### src/rtl/toggle_handshake_rx_pkg.sv
// Shared types and defaults for the toggle-handshake receiver.
package toggle_handshake_rx_pkg;

  typedef enum logic [1:0] {
    ARM  = 2'd0,
    IDLE = 2'd1,
    HOLD = 2'd2
  } state_e;

  localparam int DW_DEF          = 8;
  localparam int CNT_W_DEF       = 8;
  localparam int SYNC_STAGES_MIN = 2;

endpackage

### src/rtl/toggle_handshake_rx_sync_det.sv
// Request-line synchroniser and toggle detector; detection is masked while arm_en=0.
module toggle_sync_det
  import toggle_handshake_rx_pkg::*;
#(
  parameter int SYNC_STAGES = SYNC_STAGES_MIN
) (
  input  logic clk,
  input  logic rst,
  input  logic req_t,
  input  logic arm_en,
  output logic tev
);

  if (SYNC_STAGES < SYNC_STAGES_MIN) begin : g_bad_sync
    $error("SYNC_STAGES must be at least 2");
  end

  logic [SYNC_STAGES-1:0] sync_q, sync_d;
  logic                   req_p_q, req_p_d;
  logic                   req_s;

  // req_p follows req_s even while masked, so a level present at arm time is not an event
  always_comb begin
    sync_d  = {sync_q[SYNC_STAGES-2:0], req_t};
    req_s   = sync_q[SYNC_STAGES-1];
    req_p_d = req_s;
    tev     = arm_en & (req_s ^ req_p_q);
  end

  always_ff @(posedge clk or posedge rst) begin
    if (rst) begin
      sync_q  <= '0;
      req_p_q <= 1'b0;
    end else begin
      sync_q  <= sync_d;
      req_p_q <= req_p_d;
    end
  end

endmodule

### src/rtl/toggle_handshake_rx.sv
// Receive side of a two-phase toggle handshake: captures din on each req_t toggle,
// presents it with valid/ready, then toggles ack_t back to the transmitter.
module toggle_handshake_rx
  import toggle_handshake_rx_pkg::*;
#(
  parameter int DW          = DW_DEF,
  parameter int SYNC_STAGES = SYNC_STAGES_MIN,
  parameter int CNT_W       = CNT_W_DEF
) (
  input  logic             clk,
  input  logic             rst,
  input  logic             req_t,
  input  logic [DW-1:0]    din,
  output logic             ack_t,
  output logic [DW-1:0]    dout,
  output logic             dout_valid,
  input  logic             dout_ready,
  output logic [CNT_W-1:0] evt_cnt,
  output logic             err,
  output logic             busy
);

  localparam int              ARM_W    = $clog2(SYNC_STAGES + 1);
  localparam logic [ARM_W-1:0] ARM_LOAD = ARM_W'(SYNC_STAGES);

  state_e             state_q, state_d;
  logic [ARM_W-1:0]   arm_cnt_q, arm_cnt_d;
  logic               ack_t_q, ack_t_d;
  logic [DW-1:0]      dout_q, dout_d;
  logic               dout_valid_q, dout_valid_d;
  logic [CNT_W-1:0]   evt_cnt_q, evt_cnt_d;
  logic               err_q, err_d;
  logic               arm_en;
  logic               tev;

  assign arm_en = (state_q != ARM);

  toggle_sync_det #(
    .SYNC_STAGES(SYNC_STAGES)
  ) u_sync_det (
    .clk   (clk),
    .rst   (rst),
    .req_t (req_t),
    .arm_en(arm_en),
    .tev   (tev)
  );

  always_comb begin
    state_d      = state_q;
    arm_cnt_d    = arm_cnt_q;
    ack_t_d      = ack_t_q;
    dout_d       = dout_q;
    dout_valid_d = dout_valid_q;
    evt_cnt_d    = evt_cnt_q;
    err_d        = err_q;
    case (state_q)
      ARM: begin
        if (arm_cnt_q == '0) begin
          state_d = IDLE;
        end else begin
          arm_cnt_d = arm_cnt_q - 1'b1;
        end
      end
      IDLE: begin
        if (tev) begin
          dout_d       = din;
          dout_valid_d = 1'b1;
          state_d      = HOLD;
        end
      end
      HOLD: begin
        // a toggle here is an overrun: flag it and drop it
        if (tev) begin
          err_d = 1'b1;
        end
        if (dout_ready) begin
          dout_valid_d = 1'b0;
          ack_t_d      = ~ack_t_q;
          evt_cnt_d    = evt_cnt_q + CNT_W'(1);
          state_d      = IDLE;
        end
      end
      default: begin
        state_d      = ARM;
        arm_cnt_d    = ARM_LOAD;
        dout_valid_d = 1'b0;
      end
    endcase
  end

  always_ff @(posedge clk or posedge rst) begin
    if (rst) begin
      state_q      <= ARM;
      arm_cnt_q    <= ARM_LOAD;
      ack_t_q      <= 1'b0;
      dout_q       <= '0;
      dout_valid_q <= 1'b0;
      evt_cnt_q    <= '0;
      err_q        <= 1'b0;
    end else begin
      state_q      <= state_d;
      arm_cnt_q    <= arm_cnt_d;
      ack_t_q      <= ack_t_d;
      dout_q       <= dout_d;
      dout_valid_q <= dout_valid_d;
      evt_cnt_q    <= evt_cnt_d;
      err_q        <= err_d;
    end
  end

  assign ack_t      = ack_t_q;
  assign dout       = dout_q;
  assign dout_valid = dout_valid_q;
  assign evt_cnt    = evt_cnt_q;
  assign err        = err_q;
  assign busy       = (state_q != IDLE);

endmodule
### config.mk
export PLATFORM = sky130hd
export DESIGN_NAME = toggle_handshake_rx
export DESIGN_NICKNAME = d
export VERILOG_FILES = /design/src/rtl/toggle_handshake_rx_pkg.sv /design/src/rtl/toggle_handshake_rx_sync_det.sv /design/src/rtl/toggle_handshake_rx.sv
export SDC_FILE = /design/constraint.sdc
export NUM_CORES = 1
export LEC_CHECK = 0
export ABC_CLOCK_PERIOD_IN_PS = 4700
export CORE_MARGIN = 2
export CORE_UTILIZATION = 50
export DETAILED_ROUTE_END_ITERATION = 6
export MAX_ROUTING_LAYER = met4
export PLACE_DENSITY_LB_ADDON = 0.1
export SLEW_MARGIN = 0
export SYNTH_ARGS = -nofsm -noshare
export SYNTH_HDL_FRONTEND = slang
export SYNTH_SLANG_ARGS = --single-unit
### constraint.sdc
create_clock -name clk -period 4.7 [get_ports clk]
set_input_delay 0.94 -clock clk [delete_from_list [all_inputs] [get_ports clk]]
set_output_delay 0.94 -clock clk [all_outputs]
set_load 0.01 [all_outputs]
==> run metrics <==
CP arrival 1.74 ns; clock-pin slew on the worst setup and hold paths 0.14 ns; Mapped Area 1150 sq um; final hold violation count 0; initial antenna violation count 0; Site Rows 17; crit-path max FO 4; post_cts resized 0; # IOs 32; Synth Net Count 109; Fmax 0.373 GHz; die height slightly above 50 um; DR WL/cell 13.3 um; synthesized instance count between 80 and 90; CTS max path bufs 2; DRC Markers 0; Yosys reg bits 26; worst skew pair latency 0.31 ns; actual slew at the worst max-slew pin ~0.96 ns; DR pass1 iterations 3; area of the core 2190 sq um; Area Growth Syn to Fin 34.6%; Final setup viols 0; Distinct cells, synth 24; Reg2Reg Launch Point state_q[0]$_DFFE_PP0P_; fraction of the mapped netlist area in simple logic gates 0.0839; Overflow after GRT 0; HP Start u_sync_det.sync_q[0]$_DFF_PP0_; Tmin final 2.68 ns; Routed Antenna Nets 0; IO Port Bufs 31; share of layout cells above drive strength 1 0.153; first-pass GRT wire length 3.55 mm; Initial Util 0.524; Seq/Total Area, Yosys 0.568; max cap viols 0; vias in the first global route 831; Post-DP HPWL 1.58 mm; Tcrit/Tclk final 0.570; Req. time, crit path 3.76 ns; CTS sink cnt 26; Chip Width 51.9 um; ant diodes 0; Syn. warnings 0; main combinational cell family by area after synthesis multiplexers; area of the die 2700 sq um; status finished clean; CTS tree done; most frequent cells in the layout 31 x clkdlybuf4s50_1, 25 x dfrtp_1, 9 x inv_1, 9 x mux2_2, 8 x ha_1; post-synthesis mux area share 0.107; cts hold-fix bufs 0; commonest non-fill, non-tap cell in the layout clkdlybuf4s50_1; leakage power 0.000688 uW; crit end category output pin; Critical path origin state_q[1]$_DFFE_PP0P_; Slew HR 0.361; Hold Path Class flip-flop to flip-flop; critical path class flip-flop to output pin; Peak VDD IR 380 uV; total vias in the final route 752; Final Max Tran Viols 0; RSZ-0062 raised after global routing false; H-tree depth 1; Power Dens Cells 610 nW/um^2; Fin Clk Skew 0.00746 ns; 1st-iter DRT viols 1; XOR/XNOR share of the synthesized area 0.0752; compound-cell area share of the yosys netlist 0.0501; Syn Area/Cell 12.9 sq um; TritonCTS Buffers 3; Post-Synth Adder-Cell Area 0.0871; Finished Core Util 0.706; post-layout net count 145; GRT Total Usage 0.184; root buffer cell clkbuf_4; setup TNS 0 ns; GP Congestion 0.702; Vias per Instance between 4 and 5; largest net degree at the start of global routing 27; final wirelength approximately 2.0 mm; startpoint types flip-flop; Setup Buffers After CTS 0
-- Yosys cell counts, drive strengths merged --
| cell type | n | area share |
|---|---|---|
| nand3 | 2 | 0.0087 |
| ha | 8 | 0.087 |
| a41oi | 1 | 0.0076 |
| dfrtp | 25 | 0.54 |
| o21bai | 1 | 0.0065 |
| nand2 | 4 | 0.015 |
| mux2i | 1 | 0.0087 |
| a21oi | 4 | 0.017 |
| inv | 9 | 0.029 |
| nand4 | 2 | 0.011 |
| or4 | 1 | 0.0098 |
| nor3 | 1 | 0.014 |
| xnor2 | 8 | 0.068 |
| nor2 | 6 | 0.020 |
| xor2 | 1 | 0.0076 |
| nor2b | 1 | 0.0055 |
| mux2 | 10 | 0.098 |
| a21o | 1 | 0.0065 |
| o21ai | 2 | 0.012 |
| dfstp | 1 | 0.023 |
-- through the flow --
| step | setup slack, ns | hold slack, ns | cell area (sq um) | total power (uW) | instances |
|---|---|---|---|---|---|
| after global routing | 1.90 | 0.386 | 1550 | 1020 | 152 |
| after CTS | 1.99 | 0.384 | 1550 | 963 | 152 |
| after global placement | 2.35 | 0.342 | 1490 | 783 | 148 |
| final | 2.02 | 0.380 | 1550 | 944 | 152 |
| after floorplan | 2.90 | 0.331 | 1150 | 607 | 89 |
| after detailed placement | 2.28 | 0.341 | 1490 | 809 | 148 |
-- layer usage --
metal | wire (um) | up-vias | part of all wire | GRT usage
li1 | - | 366 | - | -
met1 | 866 | 366 | 0.43 | 0.208
met2 | 1040 | 18 | 0.51 | 0.335
met3 | 103 | 2 | 0.051 | 0.0201
met4 | 10 | 0 | 0.0050 | 0.0658
met5 | 0 | - | 0 | -
-- power breakdown --
group / switching, uW / leakage (uW) / internal, uW / total (uW)
clock: 63.0 / 0.0000279 / 86.2 / 149
combinational: 191 / 0.000347 / 240 / 432
sequential: 56.3 / 0.000313 / 306 / 363
-- sequential cells by signal, indices dropped and copies added, names as in the netlist --
name                cells
arm_cnt_q               2
dout                    8
evt_cnt                 8
err                     1
u_sync_det.sync_q       2
ack_t                   1
u_sync_det.req_p_q      1
state_q                 2
dout_valid              1
-- logic make-up after synthesis --
group / Yosys count
compound gates: 9
mux: 11
simple gates: 17
fa+ha+maj: 8
xor+xnor: 9
flops: 26
buf+inv: 9
-- worst paths after layout --
check	endpoint	slack, ns	depth (start not counted)
min in group asynchronous	dout[1]$_DFFE_PP0P_	1.13	2
max in group asynchronous	ack_t$_DFFE_PP0P_	2.99	2
min reg2reg	u_sync_det.sync_q[1]$_DFF_PP0_	0.38	0
max reg2reg	evt_cnt[7]$_DFFE_PP0P_	2.93	5
max	busy	2.02	4
min	u_sync_det.sync_q[1]$_DFF_PP0_	0.38	0
-- critical path, cell delays in order, from the launching register on --
cell and delay (ns):
dfrtp_1 0.41, inv_1 0.11, ha_1 0.19, inv_1 0.16, clkdlybuf4s50_1 0.57
-- cell type report --
class	count	area, sq um
multi-input combinational	54	463
tap	28	35.0
clock buffer	3	22.5
clock inverter	1	30.0
timing repair buffer	31	310
inverter	9	33.8
sequential	26	652
fill	165	644
(Power assumes the default switching activity.)
==> RTL change 1, RTL diff (same flow settings) <==
Change the package constant `SYNC_STAGES_MIN` from 2 to 4.
--- a/src/rtl/toggle_handshake_rx_pkg.sv
+++ b/src/rtl/toggle_handshake_rx_pkg.sv
@@ -11,3 +11,3 @@
   localparam int CNT_W_DEF       = 8;
-  localparam int SYNC_STAGES_MIN = 2;
+  localparam int SYNC_STAGES_MIN = 4;
 
Check against the original RTL: not equivalent (Yosys sat finds a counterexample within 4 cycles, from zero or initial values and one cycle with rst high).
==> RTL change 1 against the unedited design <==
Sequential cell count up 3; largest cell class unchanged; total power up 11%; final cell count up 9.2%; final area up 8.3%; synthesized cell count up 9.0%; worst setup slack better by 0.0010 ns; count of clock-buffer cells in the layout up 4; routed wire length up 9.8%; synthesized area up 9.5%; clock skew down 0.0042 ns.
==> RTL change 1: results (changes against the unedited design) <==
detail-routed via count per cell: 5.120 (+3.5%)
GR Util All Layers: 18.55% (+0.14 points)
post-synthesis sequential area ratio: 57.81% (+1.1 points)
slew margin rel.: 33.09% (-3.0 points)
Final Cycle Share: 56.97% (about the same)
layout cells sized above 1: 16.91% (+1.6 points)
HPWL Detailed: 1.683 mm (+6.8%)
Cell variety after synth: 25 (+4.2%)
final hold slack: 0.3562 ns (-0.02378 ns)
Fillers: 179 (+8.5%)
status: finished clean
dpl cell area: 0.001605 mm² (+7.5%)
Non-Clock Buffer Area Fraction: 18.52% (-1.5 points)
Clock Buffer Count: 7 (+4)
syn_nets: 118 (+8.3%)
NumNets Final: 156 (+7.6%)
Final Skew: 0.003276 ns (-0.004185 ns)
#FFs+latches synth: 29 (+12%)
leakage: 0.7519 nW (+9.3%)
initial DRC count: 8 (+7)
Reg clk slew, reported paths: 0.09 ns (-0.05 ns)
Hold Crit Start: u_sync_det.sync_q[2]$_DFF_PP0_
clock-cell share of area: 4.182% (+0.78 points)
first-pass GRT wire length: 3.484 mm (-1.7%)
comb_multi_in: 61 (+13%)
Final Instance Count excl. Fillers: 166 (+9.2%)
Pre-Repair DR Iteration Count: 4 (+1)
fraction of area in registers: 43.39% (+1.2 points)
vias in the first global route: 793 (-4.6%)
htree depth: 2 (+1)
clock buffer count from CTS: 5 (+2)
WL/cell: 13.34 µm (+0.51%)
==> RTL change 1: cell types whose count changed after synthesis, moves of 2 or more <==
cell,change
nand2_1,+3
nand3_1,-2
dfrtp_1,+3
nor2_1,-2
inv_1,-2
o21ai_0,+2
==> RTL change 1: power by group <==
group	internal [mW]	switching (mW)
clock	0.0866	0.0802
sequential	0.339	0.0610
combinational	0.265	0.217
total	0.690	0.358
==> RTL change 1: metal layers <==
layer	track usage [%]	up-vias	routed length [µm]
li1	-	405	-
met1	22.18	430	1018
met2	27.31	13	1109
met3	6.667	2	67
met4	10.00	0	18
met5	-	-	0
==> RTL change 1: cell families after synthesis <==
kind of cell,after synthesis,synth area share (%)
adder cells (fa/ha/maj),9,8.955
buffers and inverters,7,2.090
XOR/XNOR,9,6.269
multiplexers,11,9.751
flip-flops,29,57.81
AO/OA/AOI/OAI,12,6.368
AND/OR/NAND/NOR,20,8.757
==> RTL change 2, RTL diff (same settings) <==
Without the edit above. Encoding of `state_e`: now one-hot (3 bits for 3 states).
--- a/src/rtl/toggle_handshake_rx_pkg.sv
+++ b/src/rtl/toggle_handshake_rx_pkg.sv
@@ -3,6 +3,6 @@
 
-  typedef enum logic [1:0] {
-    ARM  = 2'd0,
-    IDLE = 2'd1,
-    HOLD = 2'd2
+  typedef enum logic [2:0] {
+    ARM  = 3'b001,
+    IDLE = 3'b010,
+    HOLD = 3'b100
   } state_e;
Behaviour: no difference found for any inputs over 10 cycles, from zero or initial values and one cycle with rst high; not proved beyond that.
==> RTL change 2 against the unedited design <==
Synthesized area rose by 1.5%; routed wire length rose by 0.55%; register-to-register slack improved by 0.11 ns; first-iteration DRC count rose to 4.0 times the old value; worst setup slack got worse by 0.022 ns; sequential cell count rose by 1; final area fell by 1.2%; sequential share of layout area rose by 2.2 points; total power fell by 21%.
==> RTL change 2: results (changes against the unedited design) <==
status: finished clean
# port buffers: 31 (unchanged)
post-CTS sizing: 0 (unchanged)
Design Area, Final: 0.001528 mm² (-1.2%)
clock buffer count from CTS: 3 (unchanged)
crit path max fanout: 6 (+2)
Reg clk slew, reported paths: 0.13 ns
Cell variety after synth: 31 (+29%)
vias in the first global route: 866 (+4.2%)
synth warn: 0 (unchanged)
CP Data Arrival Time: 1.76 ns (+0.02 ns)
Clock Tree Buf Depth: 2 (unchanged)
Placer Congestion: 0.8027 (+14%)
largest net degree at the start of global routing: 28 (+3.7%)
GR Util All Layers: 19.41% (+1.0 points)
asr flop ratio synth: 100.0% (unchanged)
Setup WS pre-CTS: 2.082 ns (-0.2030 ns)
clk_lat worst skew: 0.32 ns
Final Skew: 0.002588 ns (-0.004873 ns)
Synth top cells by count: dfrtp_1 (25), mux2_2 (9), xor2_1 (8)
Synth Instances: 89 (unchanged)
Fillers: 178 (+7.9%)
Area contributors post-synth: dfrtp_1 (54%), mux2_2 (8.7%), xor2_1 (6.0%)
P_int: 518.1 µW (-18%)
detail-routed via count per cell: 5.325 (+7.6%)
root buffer cell: clkbuf_4
WL/cell: 13.43 µm (+1.2%)
Reg power frac: 47.4% (+9.0 points)
Worst path slowest cell: clkdlybuf4s50_1
# diodes: 0 (unchanged)
NumNets Final: 138 (-4.8%)
worst-margin pin slew: 0.9616 ns (+0.003737 ns)
initial DRC count: 4 (+3)
leakage: 0.7064 nW (+2.7%)
Top delay family on crit path: buffers and inverters
htree depth: 1 (unchanged)
Clock group: 97.2 µW (-35%)
layout cells sized above 1: 17.07% (+1.8 points)
PwrDens: 489.7 mW/mm² (-20%)
Worst path max stage delay: 0.49 ns (-0.08 ns)
postcts setup bufs: 0 (unchanged)
first-pass GRT wire length: 3.767 mm (+6.2%)
syn_nets: 103 (-5.5%)
HP Class: reg2reg
Pre-Repair DR Iteration Count: 3 (unchanged)
initial antenna violation count: 0 (unchanged)
HPWL Detailed: 1.532 mm (-2.8%)
peak supply drop: 0.4091 mV (+7.7%)
post-synthesis sequential area ratio: 58.15% (+1.4 points)
Final Instance Count excl. Fillers: 151 (-0.66%)
==> RTL change 2: routing by layer <==
layer / vias to the layer above / global-route usage, % / share of wire, %
met5: - / - / 0
met4: 0 / 4.274 / 0.99
met3: 2 / 6.571 / 5.7
met2: 25 / 33.75 / 51
met1: 405 / 21.58 / 42
li1: 372 / - / -
==> RTL change 2: worst paths after layout <==
| kind | from | depth (start not counted) | endpoint | slack [ns] |
|---|---|---|---|---|
| max | state_q[1]$_DFFE_PP0P_ | 3 | busy | 2.00 |
| min | u_sync_det.sync_q[0]$_DFF_PP0_ | 0 | u_sync_det.sync_q[1]$_DFF_PP0_ | 0.37 |
| max reg2reg | state_q[1]$_DFFE_PP0P_ | 3 | evt_cnt[7]$_DFFE_PP0P_ | 3.04 |
| min reg2reg | u_sync_det.sync_q[0]$_DFF_PP0_ | 0 | u_sync_det.sync_q[1]$_DFF_PP0_ | 0.37 |
| max in group asynchronous | rst | 2 | dout[2]$_DFFE_PP0P_ | 3.00 |
| min in group asynchronous | rst | 2 | ack_t$_DFFE_PP0P_ | 1.12 |
==> RTL change 2: cell type report <==
cell class	count	share of cell area, %
flip-flops and latches	27	44.39
multi-input cells	55	29.73
repair buffers	31	20.31
well taps	28	2.293
clock buffers	3	1.474
inverters	6	1.474
clock inverters	1	0.3276
==> RTL change 2: logic make-up (layout without fill, tap and decap cells) <==
kind of cell,after synthesis,in the layout,synth area share [%]
AO/OA/AOI/OAI,12,12,7.190
buffers and inverters,7,41,2.897
AND/OR/NAND/NOR,22,22,13.41
XOR/XNOR,10,10,7.511
adder cells (fa/ha/maj),2,2,2.146
flip-flops,27,27,58.15
multiplexers,9,9,8.691
